## src/rtl/fnd_scan_driver.sv

```systemverilog
// 4-digit multiplexed 7-segment scan driver with a tear-free shadow of the BCD count.
// Define FND_LZB_EN to blank leading zeros on digits 3 and 2.
module fnd_scan_driver #(
  parameter int unsigned SCAN_DIV    = 50000,
  parameter int unsigned BLANK_CYC   = 500,
  parameter int unsigned SEG_ACT_LOW = 1,
  parameter int unsigned COM_ACT_LOW = 1
) (
  input  logic        iCLK,
  input  logic        iRESETn,
  input  logic [15:0] iDATA_CNT,
  input  logic [3:0]  iDP,
  input  logic        iBLANK,
  output logic [7:0]  oSEG,
  output logic [3:0]  oCOM,
  output logic        oFRAME
);

  localparam int unsigned    CW        = (SCAN_DIV > 1) ? $clog2(SCAN_DIV) : 1;
  localparam logic [CW-1:0]  CNT_LAST  = CW'(SCAN_DIV - 1);
  localparam logic [CW-1:0]  BLANK_END = CW'(BLANK_CYC);
  localparam logic [7:0]     SEG_MASK  = (SEG_ACT_LOW != 0) ? 8'hFF : 8'h00;
  localparam logic [3:0]     COM_MASK  = (COM_ACT_LOW != 0) ? 4'hF : 4'h0;

  logic [CW-1:0] cnt;
  logic [1:0]    idx;
  logic [15:0]   shadow;
  logic [3:0]    dp_shadow;

  logic [3:0] nib;
  logic [6:0] glyph;
  logic       digit_dark;
  logic       lit;
  logic       load;
  logic [7:0] seg_next;
  logic [3:0] com_next;

  always_comb begin
    nib        = 4'h0;
    glyph      = 7'h40;
    digit_dark = 1'b0;
    case (idx)
      2'd0:    nib = shadow[3:0];
      2'd1:    nib = shadow[7:4];
      2'd2:    nib = shadow[11:8];
      default: nib = shadow[15:12];
    endcase
    case (nib)
      4'd0:    glyph = 7'h3F;
      4'd1:    glyph = 7'h06;
      4'd2:    glyph = 7'h5B;
      4'd3:    glyph = 7'h4F;
      4'd4:    glyph = 7'h66;
      4'd5:    glyph = 7'h6D;
      4'd6:    glyph = 7'h7D;
      4'd7:    glyph = 7'h07;
      4'd8:    glyph = 7'h7F;
      4'd9:    glyph = 7'h6F;
      default: glyph = 7'h40;
    endcase
`ifdef FND_LZB_EN
    // Only the glyph is suppressed; a requested dp stays visible.
    digit_dark = ((idx == 2'd3) && (shadow[15:12] == 4'h0)) ||
                 ((idx == 2'd2) && (shadow[15:8] == 8'h00));
`else
    digit_dark = 1'b0;
`endif
    load     = (idx == 2'd3) && (cnt == CNT_LAST);
    lit      = !iBLANK && (cnt >= BLANK_END);
    seg_next = (lit ? {dp_shadow[idx], (digit_dark ? 7'h00 : glyph)} : 8'h00) ^ SEG_MASK;
    com_next = (lit ? (4'b0001 << idx) : 4'h0) ^ COM_MASK;
  end

  always_ff @(posedge iCLK) begin
    if (iRESETn) begin
      cnt       <= '0;
      idx       <= 2'd0;
      shadow    <= 16'h0000;
      dp_shadow <= 4'h0;
      oSEG      <= SEG_MASK;
      oCOM      <= COM_MASK;
      oFRAME    <= 1'b0;
    end else begin
      if (cnt == CNT_LAST) begin
        cnt <= '0;
        idx <= idx + 2'd1;
      end else begin
        cnt <= cnt + 1'b1;
      end
      // Take the new count only at the very end of digit 3 so a frame never tears.
      if (load) begin
        shadow    <= iDATA_CNT;
        dp_shadow <= iDP;
      end
      oFRAME <= load;
      oSEG   <= seg_next;
      oCOM   <= com_next;
    end
  end

endmodule

```

## config.mk

```make
export PLATFORM = sky130hd
export DESIGN_NAME = fnd_scan_driver
export DESIGN_NICKNAME = d
export VERILOG_FILES = /design/src/rtl/fnd_scan_driver.sv
export SDC_FILE = /design/constraint.sdc
export NUM_CORES = 1
export LEC_CHECK = 0
export CAP_MARGIN = 10
export CELL_PAD_IN_SITES_DETAIL_PLACEMENT = 1
export CELL_PAD_IN_SITES_GLOBAL_PLACEMENT = 2
export CORE_MARGIN = 5
export CORE_UTILIZATION = 36
export CTS_BUF_LIST = sky130_fd_sc_hd__clkbuf_2
export CTS_CLUSTER_SIZE = 30
export DETAILED_ROUTE_END_ITERATION = 10
export PLACE_DENSITY = 0.9
export SYNTH_ARGS = -nofsm -noshare
export SYNTH_HDL_FRONTEND = slang
export SYNTH_SLANG_ARGS = --single-unit
```

## constraint.sdc

```tcl
create_clock -name iCLK -period 4.1 [get_ports iCLK]
set_input_delay 0.41 -clock iCLK [delete_from_list [all_inputs] [get_ports iCLK]]
set_output_delay 0.41 -clock iCLK [all_outputs]
set_load 0.01 [all_outputs]
```

==> results_dict.tcl <==
set metrics [dict create \
    clk_path_buf_depth 2 \
    postCtsSetupRepairBufs 0 \
    ys_warn_count 0 \
    synth_top_family_by_area "simple AND/OR/NAND/NOR gates" \
    ys_seq_area_frac 0.451 \
    drv_cap 0 \
    place_worst_setup_slack_ns 1.69 \
    die_w_um 89.3 \
    cp.required_ns 4.45 \
    path_cells "or4_4 > nor4_4 > nand3_1 > a21oi_1" \
    ys_types 40 \
    area_growth_pct 19.6 \
    tns_ns 0 \
    nNetsFinal 317 \
    cts_resized 0 \
    grt_max_degree 27 \
    final_common_cell "dfxtp_1" \
    io_buffers 35 \
    synthMuxAreaShare 0.0382 \
    synth-adder-area-share 0.0442 \
    grt_pass1_vias 2005 \
    hold_path.class "reg -> reg" \
    synthSimpleGateAreaFrac 0.203 \
    slowest_stage "nor4_4" \
    drt_iter0_drc 86 \
    ios 36 \
    setup_viol 0 \
    grtUsageTotal 0.149 \
    ctsHoldBuffers 0 \
    crit_path_max_incr_delay_ns 0.98 \
    period_needed_ns 2.45 \
    clk_pin_slew_ns 0.24 \
    die_area_um2 7970 \
    cts_tree "done" \
    gr-total-overflow 0 \
    path_class "reg -> reg" \
    n_fill_cell 729 \
    postRouteAntennaNets 0 \
    finalClockSkew_ns 0.0189 \
    synth_nets 289 \
    vias 1933 \
    setup_ws_ns 1.65 \
    most-common-layout-cells "dfxtp_1 (51), clkdlybuf4s50_1 (35), a21oi_1 (27)" \
    rsz0062_at_grt "no" \
    ir_drop_v 0.000168 \
    h-tree-depth 2 \
    p_leak_nw 0.877 \
    drc 0 \
    via_per_inst 5.34 \
    post-route-period-util 0.597 \
    synth_ff_type "dfxtp_1" \
    avgSynthCellArea_um2 8.77 \
    die_h_um 89.3 \
    end_kind "register" \
    start_util 0.375 \
    critical-path-top-delay-family "simple AND/OR/NAND/NOR gates" \
    arrival_ns 2.80 \
    core-area_um2 6030 \
    drive_above_1_share 0.0592 \
    antenna_found_initial 0 \
    synthCells 258 \
    setup.worst_path.start_class "register" \
    yosys_register_bits 51 \
    cts_root_buf "clkbuf_2" \
    drt-total-wl_um 5420 \
    tightest_slew_ns 1.14 \
    hold_viol_final 0 \
    grt_pass1_wl_um 9330 \
    fmax_ghz 0.409 \
    async_reset_ff_frac 0 \
    max_slew_margin 0.236 \
    diodes 0 \
    synth_area_um2 2260 \
    clk_latency_ns 0.43 \
    drv_slew 0 \
    dr.pass1.iters 5 \
    dp_hpwl_um 3880 \
    synth_edf_count 0 \
    powerDensity_nw_per_um2 293 \
    critPathBufInv 0 \
    cts_made_buffers 5 \
    wl_per_cell_um 15.0 \
    synth_xor_area_frac 0.0426 \
    run_status "complete, no violations" \
    row_count 28 \
    gp_congestion 0.747 \
    cp_max_fo 22 \
    synth_compound_area_frac 0.162 \
    cts_sinks 51 \
]
[worst paths after layout]
check	cells after the start	slack, ns	start	to
hold reg to reg	2	0.50	dp_shadow[3]$_SDFFE_PP0P_	dp_shadow[3]$_SDFFE_PP0P_
setup / recovery	4	1.65	cnt[12]$_SDFF_PP0_	shadow[15]$_SDFFE_PP0P_
hold / removal	2	0.50	dp_shadow[3]$_SDFFE_PP0P_	dp_shadow[3]$_SDFFE_PP0P_
setup reg to reg	4	1.65	cnt[12]$_SDFF_PP0_	shadow[15]$_SDFFE_PP0P_
[per-stage QoR]
step	cell area (µm²)	power [mW]	util	cells	hold slack [ns]
after global placement	2640	0.546	0.438	354	0.461
after global routing	2710	0.835	0.449	362	0.445
after CTS	2710	0.808	0.449	362	0.472
after detailed placement	2640	0.546	0.438	354	0.468
after floorplan	2260	0.522	-	258	0.442
final	2710	0.794	0.449	362	0.496
[registers in the layout, indices dropped and copies added (netlist names)]
name and flops:
cnt 16, shadow 16, oSEG 8, dp_shadow 4, oCOM 4, idx 2
oFRAME 1
[synthesized netlist by cell type, drive strengths merged (2+ instances only)]
cell	instances	share of area
or4	3	0.013
clkbuf	7	0.012
or3	2	0.0055
o21ai	28	0.062
nand3	24	0.055
a222oi	4	0.018
nor2	19	0.032
o211ai	2	0.0066
xnor2	10	0.039
nand4	4	0.011
dfxtp	51	0.45
nor4	7	0.022
buf	7	0.021
mux2	3	0.015
nand2	15	0.025
a21oi	27	0.060
nand4b	2	0.0077
mux2i	3	0.013
inv	16	0.027
ha	8	0.044
nor3	4	0.0088
[per-layer routing]
metal	wire, µm	vias up	track usage
met5	0	-	0
met4	66	0	0.0447
met3	217	7	0.0313
met2	2650	31	0.259
met1	2480	922	0.186
li1	-	973	-
[kinds of logic after synthesis]
kind of cell	after synthesis
flops	51
simple gates	86
mux	7
buf+inv	30
xor+xnor	11
compound gates	65
fa+ha+maj	8
[worst register-to-register path: cells and delay by family (launching register included)]
family           cells  cell delay, ns
AND/OR/NAND/NOR      3            1.79
flip-flops           1            0.41
AO/OA/AOI/OAI        1            0.18
[report_power, final]
group          switching (mW)  internal, mW  total (mW)
clock                   0.157         0.100       0.257
sequential            0.00315         0.500       0.503
combinational          0.0123        0.0216      0.0339
total                   0.172         0.622       0.794
[final cells by class]
type	instances	area (µm²)	area share
tap	75	93.8	0.0347
sequential	51	1020	0.377
inverter	16	60.1	0.0222
multi-input combinational	177	1120	0.413
clock inverter	3	38.8	0.0143
clock buffer	5	25.0	0.00925
timing repair buffer	35	350	0.130
Power figures use the tool's default switching activity.
